## config.mk

```make
export PLATFORM = sky130hd
export DESIGN_NAME = fft_ctrl
export DESIGN_NICKNAME = d
export VERILOG_FILES = /design/src/rtl/fft_ctrl.sv
export SDC_FILE = /design/constraint.sdc
export NUM_CORES = 1
export LEC_CHECK = 0
export BUFFER_PORTS_ARGS = -buffer_cell sky130_fd_sc_hd__buf_2
export CAP_MARGIN = 20
export CORE_AREA = 2 2 58 60
export CTS_CLUSTER_DIAMETER = 50
export CTS_CLUSTER_SIZE = 25
export DETAILED_ROUTE_END_ITERATION = 6
export DIE_AREA = 0 0 60 62
export GPL_ROUTABILITY_DRIVEN = 0
export HOLD_SLACK_MARGIN = 0.02
export PLACE_DENSITY = 0.64
export SLEW_MARGIN = 0
export SYNTH_ARGS = -nofsm -noshare
export SYNTH_HDL_FRONTEND = slang
export SYNTH_SLANG_ARGS = --single-unit
export TNS_END_PERCENT = 10
```

## constraint.sdc

```tcl
create_clock -name clk -period 2.4 [get_ports clk]
set_input_delay 0 -clock clk [delete_from_list [all_inputs] [get_ports clk]]
set_output_delay 0 -clock clk [all_outputs]
set_load 0.02 [all_outputs]
```

## src/rtl/fft_ctrl.sv

```systemverilog
// -----------------------------------------------------------------------------
// fft_ctrl
//
// Sequencer for an in-place radix-2 DIT FFT engine built around one shared
// butterfly unit and a CORDIC twiddle rotator. A frame passes through:
//   LOAD   - N input samples written to RAM in bit-reversed address order
//   CALC   - LOG2N stages of N/2 butterflies, one req/ack handshake each
//   GAP    - one idle cycle between stages so the last write-back settles
//   UNLOAD - N bins streamed out in natural order
// The controller holds no sample data. It only generates RAM addresses and
// twiddle indices.
//
// Optional feature: define FFT_CTRL_INVERSE_EN to latch 'inv' on an accepted
// start and drive it on tw_dir for the whole frame. Without the macro, 'inv'
// is ignored and tw_dir is tied to 0, so only the forward FFT is available.
//
// Ports
//   clk, rst        rising-edge clock; asynchronous active-low reset
//   start, inv      frame start (sampled in IDLE); inverse-transform request
//   busy, done      high outside IDLE; one-cycle pulse after the last bin
//   in_valid        input sample present
//   in_ready        high in LOAD
//   wr_en, wr_addr  sample write strobe and bit-reversed write address
//   bf_req, bf_ack  butterfly handshake; addr_a/addr_b/tw_idx/tw_dir are
//                   stable while bf_req is high
//   addr_a, addr_b  upper and lower butterfly operand addresses
//   tw_idx, tw_dir  twiddle index k and conjugate flag
//   stage           current FFT stage
//   out_valid       high in UNLOAD
//   out_ready       downstream accepts the current bin
//   rd_addr         natural-order bin index
//   out_last        marks bin N-1
// -----------------------------------------------------------------------------
module fft_ctrl #(
  parameter int N     = 8,
  parameter int LOG2N = 3
) (
  input  logic             clk,
  input  logic             rst,
  input  logic             start,
  input  logic             inv,
  output logic             busy,
  output logic             done,
  input  logic             in_valid,
  output logic             in_ready,
  output logic             wr_en,
  output logic [LOG2N-1:0] wr_addr,
  output logic             bf_req,
  input  logic             bf_ack,
  output logic [LOG2N-1:0] addr_a,
  output logic [LOG2N-1:0] addr_b,
  output logic [LOG2N-2:0] tw_idx,
  output logic             tw_dir,
  output logic [LOG2N-1:0] stage,
  output logic             out_valid,
  input  logic             out_ready,
  output logic [LOG2N-1:0] rd_addr,
  output logic             out_last
);

  typedef enum logic [2:0] {
    IDLE   = 3'd0,
    LOAD   = 3'd1,
    CALC   = 3'd2,
    GAP    = 3'd3,
    UNLOAD = 3'd4
  } state_t;

  localparam logic [LOG2N-1:0] LAST_IDX   = LOG2N'(N - 1);
  localparam logic [LOG2N-2:0] LAST_BF    = (LOG2N - 1)'(N / 2 - 1);
  localparam logic [LOG2N-1:0] LAST_STAGE = LOG2N'(LOG2N - 1);

  state_t           state;
  logic [LOG2N-1:0] lcnt;     // load beat counter
  logic [LOG2N-2:0] bcnt;     // butterfly counter within a stage
  logic [LOG2N-1:0] stage_q;
  logic [LOG2N-1:0] rcnt;     // unload beat counter
  logic             done_q;

  // ---------------------------------------------------------------------------
  // Moore decodes of the registered state.
  // ---------------------------------------------------------------------------
  assign busy      = (state != IDLE);
  assign in_ready  = (state == LOAD);
  assign wr_en     = in_valid & in_ready;
  assign bf_req    = (state == CALC);
  assign out_valid = (state == UNLOAD);
  assign out_last  = out_valid & (rcnt == LAST_IDX);
  assign rd_addr   = rcnt;
  assign stage     = stage_q;
  assign done      = done_q;

  // Bit-reversed load address.
  // NOTE: every always_comb output gets a default before any conditional
  // logic, so no path through the block can leave it unassigned and infer a latch.
  always_comb begin
    wr_addr = '0;
    for (int i = 0; i < LOG2N; i++) begin
      wr_addr[i] = lcnt[LOG2N-1-i];
    end
  end

  // Butterfly addressing for butterfly b of stage s, with half = 2^s:
  //   addr_a = ((b >> s) << (s+1)) | (b & (half-1))
  //   addr_b = addr_a + half
  //   tw_idx = (b & (half-1)) << (LOG2N-1-s)
  // The mask is built at the width of b. In the last stage, 1 << s wraps to 0
  // at that width, so the mask becomes all ones, which is the required value.
  logic [LOG2N-2:0] low_mask;
  logic [LOG2N-2:0] low_b;
  logic [LOG2N-1:0] a_calc;
  logic [LOG2N-1:0] half;

  always_comb begin
    low_mask = ((LOG2N - 1)'(1) << stage_q) - (LOG2N - 1)'(1);
    low_b    = bcnt & low_mask;
    half     = LOG2N'(1) << stage_q;
    a_calc   = ((LOG2N'(bcnt) >> stage_q) << (stage_q + LOG2N'(1)))
               | LOG2N'(low_b);
    addr_a   = '0;
    addr_b   = '0;
    tw_idx   = '0;
    // Addresses are driven only while a butterfly is requested, so the
    // outputs are zero after reset and between stages.
    if (state == CALC) begin
      addr_a = a_calc;
      addr_b = a_calc + half;
      tw_idx = low_b << (LAST_STAGE - stage_q);
    end
  end

  // ---------------------------------------------------------------------------
  // Sequencer
  // NOTE: sequential state is updated only with non-blocking assignments, so
  // every register samples its pre-edge value and simulation matches hardware.
  // ---------------------------------------------------------------------------
  always_ff @(posedge clk or negedge rst) begin
    if (!rst) begin
      state   <= IDLE;
      lcnt    <= '0;
      bcnt    <= '0;
      stage_q <= '0;
      rcnt    <= '0;
      done_q  <= 1'b0;
    end else begin
      done_q <= 1'b0;
      case (state)
        IDLE: begin
          if (start) state <= LOAD;
        end
        LOAD: begin
          if (wr_en) begin
            if (lcnt == LAST_IDX) begin
              lcnt  <= '0;
              state <= CALC;
            end else begin
              lcnt <= lcnt + 1'b1;
            end
          end
        end
        CALC: begin
          if (bf_ack) begin
            if (bcnt == LAST_BF) begin
              bcnt  <= '0;
              state <= GAP;
            end else begin
              bcnt <= bcnt + 1'b1;
            end
          end
        end
        GAP: begin
          if (stage_q == LAST_STAGE) begin
            stage_q <= '0;
            state   <= UNLOAD;
          end else begin
            stage_q <= stage_q + 1'b1;
            state   <= CALC;
          end
        end
        UNLOAD: begin
          if (out_ready) begin
            if (rcnt == LAST_IDX) begin
              rcnt   <= '0;
              state  <= IDLE;
              done_q <= 1'b1;
            end else begin
              rcnt <= rcnt + 1'b1;
            end
          end
        end
        default: state <= IDLE;
      endcase
    end
  end

`ifdef FFT_CTRL_INVERSE_EN
  // The transform direction is captured once per frame when start is accepted.
  logic tw_dir_q;

  always_ff @(posedge clk or negedge rst) begin
    if (!rst) begin
      tw_dir_q <= 1'b0;
    end else if (state == IDLE && start) begin
      tw_dir_q <= inv;
    end
  end

  assign tw_dir = tw_dir_q;
`else
  // Forward-only build: inv has no effect.
  logic unused_inv;
  assign unused_inv = inv;
  assign tw_dir     = 1'b0;
`endif

endmodule

```

After elaboration in Yosys (flattened, before gate mapping)
Index checks and enable logic that the tools add are counted.
{"block": "totals", "ramBits": 0, "out_inout_bits": 25, "wordCells": 62, "latch_bits": 0, "reg_bits": 15, "romBits": 0, "mem_count": 0}
{"block": "op_classes", "bitwise": 4, "n_eq_ne": 15, "mux": 19, "n_reduce_logical": 6, "add_sub_neg": 7, "n_lt_le_gt_ge": 0, "n_shift": 5, "div_mod_pow": 0, "n_mul": 0}
{"operator": "3-bit two-way mux", "n": 13}
{"operator": "3-bit case mux with 5 select lines", "n": 1}
{"operator": "2-bit by 1-bit inequality test with 1-bit output (second input constant)", "n": 6}
{"operator": "3-bit by 1-bit adder with 3-bit output (second input constant)", "n": 3}
{"operator": "3-bit by 2-bit == test with 1-bit output (second input constant)", "n": 3}
{"operator": "3-bit == test (second input constant)", "n": 3}
{"operator": "7-bit AND reduction", "n": 1}
{"operator": "2-bit AND reduction", "n": 3}
{"operator": "2-bit two-way mux", "n": 2}
{"operator": "3-bit adder", "n": 1}
{"operator": "3-bit by 1-bit == test with 1-bit output (second input constant)", "n": 1}
{"operator": "3-bit zero test", "n": 1}
{"operator": "1-bit two-way mux", "n": 3}
{"operator": "3-bit by 2-bit bitwise OR with 3-bit output", "n": 1}
{"operator": "3-bit nonzero test", "n": 1}
{"operator": "1-bit by 3-bit left shift with 2-bit output (first input constant)", "n": 1}
{"operator": "1-bit by 3-bit left shift with 3-bit output (first input constant)", "n": 1}
{"operator": "2-bit by 3-bit left shift with 2-bit output", "n": 1}
{"operator": "3-bit by 3-bit left shift with 3-bit output", "n": 1}
{"operator": "2-bit by 3-bit right shift with 3-bit output", "n": 1}
{"operator": "2-bit by 3-bit subtractor with 3-bit output (first input constant)", "n": 1}
{"operator": "2-bit by 1-bit adder with 2-bit output (second input constant)", "n": 1}
{"operator": "1-bit AND", "n": 2}
{"operator": "2-bit AND", "n": 1}
{"operator": "other kinds (3)", "n": 3}

Depth between registers and ports, before layout
Gate-level depths: netlist (run 1).
{"block": "depth", "word_depth": 6, "mapped_depth": 11}

Worst setup path before layout (run 1)
OpenSTA, ideal clock, no wires.
{"block": "synth_timing", "path_kind": "register -> output", "from": "reg stage_q[0], in the netlist stage[0]", "to": "out addr_b[2]", "t_arrival_ps": 2646, "path_stages_with_launch": 12, "slack_ps": -246, "path_cell_list": "dfrtp_1 -> clkbuf_1 -> inv_1 -> ha_1 -> nor2_1 -> a31oi_1 -> nor2_1 -> ha_1 -> fa_1 -> xnor2_1 -> xnor2_1 -> nor2_1"}
{"block": "synth_between", "elab_chain_len": 6, "elab_cells_between_ends": 10, "classes_between": "add/sub (3); shift (4); mux (1); bitwise (2)"}
{"element": "from (decl)", "line": "76", "text": "logic [LOG2N-1:0] stage_q;"}
{"element": "from (signal assigned)", "line": "176", "text": "stage_q <= stage_q + 1'b1;"}
{"element": "branches (longest 4 deep; another with 3-bit by 1-bit adder with 3-bit output)"}
{"element": "3-bit adder *", "line": "127", "text": "addr_b = a_calc + half;"}
{"element": "3-bit two-way mux *", "line": "125", "text": "if (state == CALC) begin"}
{"element": "to (decl)", "line": "51", "text": "output logic [LOG2N-1:0] addr_b,"}
Mark *: on every way between the ends.

Worst setup path after layout (run 1)
{"block": "layout_timing", "from": "reg stage_q[1], in the netlist stage[1]", "to": "out addr_b[2]"}
The elaborated chain is that of the path after synthesis.

==> parameters.txt, run 1 <==
Parameter                              Value

STA
  Number of pins exceeding their max-slew limit in the final report    0
  Smallest setup slack after layout    4.49 ps
  RSZ-0062 raised after global routing    true
  Largest clock skew in the final design    approximately 3.6 ps
  Final hold violation count    0
  Tmin final    between 2000 and 2500 ps
  Ratio of final minimum period to clock period    0.998
  Final-report setup violation count    0
  Upper clock frequency limit    approximately 420 MHz
  Setup TNS after final layout    0 ps

Global route
  Number of global-route vias before repair    roughly 850
  Initial antenna violation count    0
  First-pass GRT wire length    roughly 3600 µm
  Global route overflow    0
  Overall global routing resource usage    0.132
  Largest net degree at the start of global routing    16

Layout
  Number of diodes    0
  Proportion of layout cells with a drive suffix above 1    0.450
  Commonest cells after routing, fill and taps aside    sky130_fd_sc_hd__buf_2 (28), sky130_fd_sc_hd__dfrtp_1 (12), sky130_fd_sc_hd__nor2_1 (10), sky130_fd_sc_hd__buf_4 (10), sky130_fd_sc_hd__nand2_1 (8)
  Count of placed standard cells in the final layout, fillers left out    between 150 and 200
  Syn-to-layout area delta    35.4%
  Finished layout cell area    ~1400 µm²
  Final net count    roughly 170
  Most common cell after layout, fill and taps aside    sky130_fd_sc_hd__buf_2

Place
  Worst-case setup slack after placement    roughly 54 ps
  Placed wire-length estimate    1690 µm
  Area of placed instances    between 1000 and 1500 µm²
  Placed Cells    between 150 and 200
  PortBufs    29

Synthesis
  FF+latch count, synth    15
  Part of the Yosys area used for sequential elements    0.358
  Number of synthesized flops with an enable pin    0
  Mean Syn Cell Area    9.61 µm²
  Post-synthesis instance area    roughly 1000 µm²
  Count of unique library cells instantiated by Yosys    36
  YS warnings    0
  Fraction of synthesis flops using an asynchronous set or reset pin    1.00
  Primary flip-flop cell chosen by synthesis mapping    sky130_fd_sc_hd__dfrtp_1
  Nets in the synthesized netlist    between 100 and 150
  Synth Instances    109

Outcome
  Status    finished clean

Critical path
  End point of the critical path    addr_b[2]
  Cell breakdown of the critical path    inv_2 -> ha_4 -> nor2_4 -> a31oi_2 -> nor2_1 -> ha_2 -> fa_2 -> xnor2_2 -> xnor2_1 -> nor2_2 -> buf_6
  Critical path required time    approximately 2400 ps
  Critical path's top delay family    adder cells
  Critical path buffer and inverter count    2
  Count of cell instances traversed by the critical path    11
  Worst R2R Setup Slack    between 800 and 900 ps
  Type of destination of the critical path    output pin
  Critical path's largest stage delay    around 400 ps
  Worst r2r src    state[0]
  Worst setup SP type    flip-flop
  R2r worst-path depth    3
  Critical path origin    stage[1]
  Cell at the slowest stage of the critical path    sky130_fd_sc_hd__dfrtp_2
  Category of the critical setup timing path    flip-flop to output pin
  Arrival time at the worst endpoint    between 2000 and 2500 ps
  Top fanout value on the critical path    3
  Endpoint of the worst-slack reg-to-reg timing path    lcnt[2]

Floorplanning
  Die Height    slightly above 60 µm
  Floorplan Core Area    approximately 3200 µm²
  Row count    21
  Starting density of the core    0.329
  Horizontal die dimension    60 µm
  Total die area    3720 µm²
  Count of boundary I/O pins    32

Power
  Power per Cell Area    approximately 1300 nW/µm²
  Static Leak    just under 0.7 nW
  Worst supply voltage drop on vdd    between 0.4 and 0.5 mV

Routing
  Detailed-route vias per instance    4.70
  1st-pass router iterations    4
  Number of design rule violations left after detail routing    0
  Total wire length    approximately 2300 µm
  Average wire per cell in the routed design    approximately 12 µm
  Vias after detailed routing    between 900 and 1000
  Antenna violation net count after detailed routing    0
  Starting DRC count in detailed routing    26

Clocking
  Total number of H-tree levels    1
  Source-to-sink clock delay at the later pin of the worst-skew pair    300 ps
  Clock-pin slew on the worst setup and hold paths    roughly 100 ps
  Deepest clock path buffer count    2
  CTS buffer count    3
  Num Clock Sinks    15
  Cell at the root of the clock tree    sky130_fd_sc_hd__clkbuf_4
  TritonCTS clock tree    built

Worst hold path
  Hold/Removal Path Class    input port to flip-flop

Job
  Max-cap violations    0
cell type report:
cell class | instances | area (µm²)
fill | 310 | 1760
multi-input combinational | 83 | 671
sequential | 15 | 379
timing repair buffer | 42 | 256
tap | 46 | 57.6
inverter | 5 | 26.3
clock buffer | 3 | 22.5
clock inverter | 1 | 5.00
registers in the layout (all words and copies together) (netlist names):
| register | flops |
|---|---|
| rd_addr | 3 |
| state | 3 |
| done | 1 |
| lcnt | 3 |
| bcnt | 2 |
| stage | 3 |
stage by stage:
step,util,hold slack (ps),power [mW]
after floorplan,-,-296,1.28
after global placement,0.389,-78.6,1.49
after detailed placement,0.389,-75.3,1.53
after CTS,0.429,40.8,1.80
after global routing,0.446,64.8,2.07
final,0.446,52.8,1.89
worst register-to-register path, stage by stage (launching register included):
cell and delay, ps:
sky130_fd_sc_hd__dfrtp_1 520, sky130_fd_sc_hd__nor3b_1 310, sky130_fd_sc_hd__and2_1 260, sky130_fd_sc_hd__mux2_1 340
cells in the mapped netlist (4+ instances only):
cell / instances / area (µm²)
sky130_fd_sc_hd__and2_1: 6 / 37.5
sky130_fd_sc_hd__a21oi_1: 4 / 20.0
sky130_fd_sc_hd__nand2_1: 8 / 30.0
sky130_fd_sc_hd__dfrtp_1: 15 / 375
sky130_fd_sc_hd__o21ai_0: 5 / 25.0
sky130_fd_sc_hd__nor2_1: 13 / 48.8
sky130_fd_sc_hd__inv_1: 4 / 15.0
sky130_fd_sc_hd__ha_1: 10 / 125
sky130_fd_sc_hd__nor3_1: 4 / 20.0
timing repair:
action,4_1_cts,5_1_grt
pin swaps,7,7
endpoints found under the setup margin,2,2
hold buffers,3,0
endpoints found under the hold margin,18,0
gates resized for setup,12,7
setup buffers,3,4
cell families after synthesis:
family / synth area share
xor gates and xnor gates: 0.0251
other: 0.00358
and+or+nand+nor: 0.256
AOI/OAI and AO/OA: 0.0800
adders and majority gates: 0.139
muxes: 0.0788
buffers and inverters: 0.0597
DFF: 0.358
power by group:
group          internal [mW]  switching, mW  total [mW]
clock network         0.0622         0.0925       0.155
registers              0.365          0.151       0.516
logic                  0.565          0.655        1.22
how the worst min path moves through the flow:
stage / startpoint / end / slack [ps] / cells past startpoint
2_1_floorplan: rst / bcnt[0] / -300 / 0
3_3_place_gp: rst / bcnt[1] / -80 / 1
3_5_place_dp: rst / bcnt[1] / -80 / 1
4_1_cts: in_valid / state[0] / 40 / 3
5_1_grt: in_valid / state[1] / 60 / 3
6_report: in_valid / state[0] / 50 / 3
routing by layer:
layer  global-route usage  part of all wire
met1                0.158              0.42
met2                0.230              0.53
met3               0.0186             0.024
met4               0.0698             0.024
met5                    0                 0
Note: power is estimated with default switching activity, not from simulation.
==> inputs of run 2 (changes only) <==
--- a/config.mk
+++ b/config.mk
@@ -7,14 +7,14 @@
 export LEC_CHECK = 0
 export BUFFER_PORTS_ARGS = -buffer_cell sky130_fd_sc_hd__buf_2
 export CAP_MARGIN = 20
-export CORE_AREA = 2 2 58 60
+export CORE_AREA = 2 2 67 53
 export CTS_CLUSTER_DIAMETER = 50
 export CTS_CLUSTER_SIZE = 25
 export DETAILED_ROUTE_END_ITERATION = 6
-export DIE_AREA = 0 0 60 62
+export DIE_AREA = 0 0 69 55
 export GPL_ROUTABILITY_DRIVEN = 0
 export HOLD_SLACK_MARGIN = 0.02
-export PLACE_DENSITY = 0.64
+export PLACE_DENSITY = 0.63
 export SLEW_MARGIN = 0
 export SYNTH_ARGS = -nofsm -noshare
 export SYNTH_HDL_FRONTEND = slang
==> parameters.txt, run 2 (synthesized netlist as in run 1, its figures left out) <==
Parameter                              Value

STA
  Final-report setup violation count    0 (unchanged)
  Largest clock skew in the final design    5.89 ps (was 3.59 ps)
  Setup TNS after final layout    0 ps (unchanged)
  Ratio of final minimum period to clock period    0.994 (was 0.998)
  Upper clock frequency limit    419 MHz (was 417 MHz)
  Smallest setup slack after layout    14.7 ps (was 4.49 ps)
  Hold Worst Slack    23.1 ps (was 52.8 ps)
  Final hold violation count    0 (unchanged)
  Tmin final    2390 ps (was 2400 ps)
  Number of pins exceeding their max-slew limit in the final report    0 (unchanged)
  RSZ-0062 raised after global routing    true (unchanged)

Global route
  First-pass GRT wire length    3850 µm (was 3630 µm)
  Global route overflow    0 (unchanged)
  Overall global routing resource usage    0.128 (was 0.132)
  Number of global-route vias before repair    894 (was 853)
  Initial antenna violation count    0 (unchanged)
  Largest net degree at the start of global routing    16 (unchanged)

Routing
  Detail Route met2 WL    1270 µm (was 1200 µm)
  Average wire per cell in the routed design    13.0 µm (was 11.6 µm)
  Antenna violation net count after detailed routing    0 (unchanged)
  Detailed-route vias per instance    4.81 (was 4.70)
  Total wire length    2490 µm (was 2260 µm)
  Number of design rule violations left after detail routing    0 (unchanged)
  Starting DRC count in detailed routing    41 (was 26)
  Met3 wire length    114 µm (was 54 µm)
  Total routed wire length on the met1 layer    1080 µm (was 956 µm)
  Vias after detailed routing    918 (was 916)
  1st-pass router iterations    4 (unchanged)
  Highest Signal Layer    met4 (unchanged)

Layout
  Syn-to-layout area delta    38.8% (was 35.4%)
  Most common cell after layout, fill and taps aside    sky130_fd_sc_hd__buf_2 (unchanged)
  Count of placed standard cells in the final layout, fillers left out    191 (was 195)
  Finished layout cell area    1450 µm² (was 1420 µm²)
  Number of diodes    0 (unchanged)
  Proportion of layout cells with a drive suffix above 1    0.470 (was 0.450)
  Commonest cells after routing, fill and taps aside    sky130_fd_sc_hd__buf_2 (27), sky130_fd_sc_hd__buf_4 (15), sky130_fd_sc_hd__dfrtp_1 (13), sky130_fd_sc_hd__nor2_1 (10), sky130_fd_sc_hd__nand2_1 (8) (was sky130_fd_sc_hd__buf_2 (28), sky130_fd_sc_hd__dfrtp_1 (12), sky130_fd_sc_hd__nor2_1 (10), sky130_fd_sc_hd__buf_4 (10), sky130_fd_sc_hd__nand2_1 (8))
  Final net count    170 (was 168)
  Final core occ    0.461 (was 0.446)
  Fill cell total of the finished layout    309 (was 310)

Critical path
  Critical path origin    stage[1] (unchanged)
  Type of destination of the critical path    output pin (unchanged)
  R2r worst-path depth    4 (was 3)
  Endpoint of the worst-slack reg-to-reg timing path    bcnt[1] (was lcnt[2])
  Worst r2r src    state[1] (was state[0])
  Worst setup SP type    flip-flop (unchanged)
  Category of the critical setup timing path    flip-flop to output pin (unchanged)
  Top fanout value on the critical path    5 (was 3)
  Critical path required time    2400 ps (about the same)
  Worst R2R Setup Slack    880 ps (was 860 ps)
  Arrival time at the worst endpoint    2390 ps (was 2400 ps)

Worst hold path
  Hold/Removal Path Class    input port to flip-flop (unchanged)
  Hold EP    done (was state[0])
  Number of instances on the worst hold path    2 (was 3)
  Hold path startpoint    out_ready (was in_valid)

Power
  Static Leak    0.707 nW (was 0.687 nW)
  Total power consumption of the routed design    2.10 mW (was 1.89 mW)
  Worst supply voltage drop on vdd    0.601 mV (was 0.460 mV)
  Power per Cell Area    1440 nW/µm² (was 1330 nW/µm²)

Place
  Worst-case setup slack after placement    112 ps (was 53.8 ps)
  Area of placed instances    1230 µm² (was 1240 µm²)
  Placed Cells    175 (was 181)
  Placed wire-length estimate    1670 µm (was 1690 µm)
  PortBufs    29 (unchanged)

Outcome
  Status    finished clean (unchanged)

Floorplanning
  Count of boundary I/O pins    32 (unchanged)
  Row count    18 (was 21)
  Starting density of the core    0.332 (was 0.329)
  Die Height    55 µm (was 62 µm)
  Total die area    3800 µm² (was 3720 µm²)
  Horizontal die dimension    69 µm (was 60 µm)
  Floorplan Core Area    3150 µm² (was 3180 µm²)

Clocking
  Source-to-sink clock delay at the later pin of the worst-skew pair    250 ps (was 300 ps)
  Num Clock Sinks    15 (unchanged)
  TritonCTS clock tree    built (unchanged)
  Total number of H-tree levels    1 (unchanged)
  CTS buffer count    3 (unchanged)
  Clock-pin slew on the worst setup and hold paths    60 ps (was 100 ps)
  Deepest clock path buffer count    2 (unchanged)
  Cell at the root of the clock tree    sky130_fd_sc_hd__clkbuf_8 (was sky130_fd_sc_hd__clkbuf_4)

Job
  Max-cap violations    0 (unchanged)
## run 2: changes by cell type in the layout (fill, tap and decap cells not counted), sizes merged
cell	change
dlygate4sd3	-2
buf	+4
## run 2: power by group
part | switching (mW) | total (mW) | internal (mW)
Sequential | 0.158 | 0.523 | 0.365
Combinational | 0.714 | 1.37 | 0.657
Clock | 0.0877 | 0.203 | 0.115
Total | 0.960 | 2.10 | 1.14
## run 2: layout make-up
cell class              instances  area (µm²)  share of cell area
clock buffers                   3        41.3              0.0284
clock inverters                 1        5.00             0.00344
inverters                       5        26.3              0.0181
multi-input cells              83         684               0.471
flip-flops and latches         15         378               0.260
well taps                      40        50.0              0.0344
repair buffers                 44         269               0.185
## run 2: repair_timing
| item | CTS | global route |
|---|---|---|
| pin swaps | 4 | 9 |
| resized for setup | 7 | 13 |
| hold buffers | 1 | 0 |
| endpoints found under the hold margin | 15 | 0 |
| setup endpoints to repair | 1 | 2 |
| buffers inserted | 9 | 2 |
## run 2: how the worst max path moves through the flow
| stage | end | slack, ps | depth (start not counted) |
|---|---|---|---|
| floorplan | addr_b[2] | 20 | 11 |
| global placement | addr_b[2] | 190 | 11 |
| detailed placement | addr_b[2] | 110 | 11 |
| CTS | addr_b[2] | 40 | 11 |
| global route | addr_b[2] | -80 | 11 |
| finish | addr_a[0] | 10 | 13 |
## run 2: worst max-delay path, stage by stage, from the launching register on
cell	delay, ps
sky130_fd_sc_hd__dfrtp_1	410
sky130_fd_sc_hd__buf_4	170
sky130_fd_sc_hd__ha_4	170
sky130_fd_sc_hd__nor2_4	130
sky130_fd_sc_hd__a31oi_4	110
sky130_fd_sc_hd__buf_4	150
sky130_fd_sc_hd__buf_4	120
sky130_fd_sc_hd__buf_4	120
sky130_fd_sc_hd__buf_4	120
sky130_fd_sc_hd__buf_4	120
sky130_fd_sc_hd__buf_4	120
sky130_fd_sc_hd__buf_4	120
sky130_fd_sc_hd__nor3_2	110
sky130_fd_sc_hd__buf_4	170
## run 2: metal layers
metal / up-vias / track usage
met4: 0 / 0.0359
li1: 458 / -
met3: 2 / 0.0489
met1: 440 / 0.148
met2: 18 / 0.231
met5: - / 0
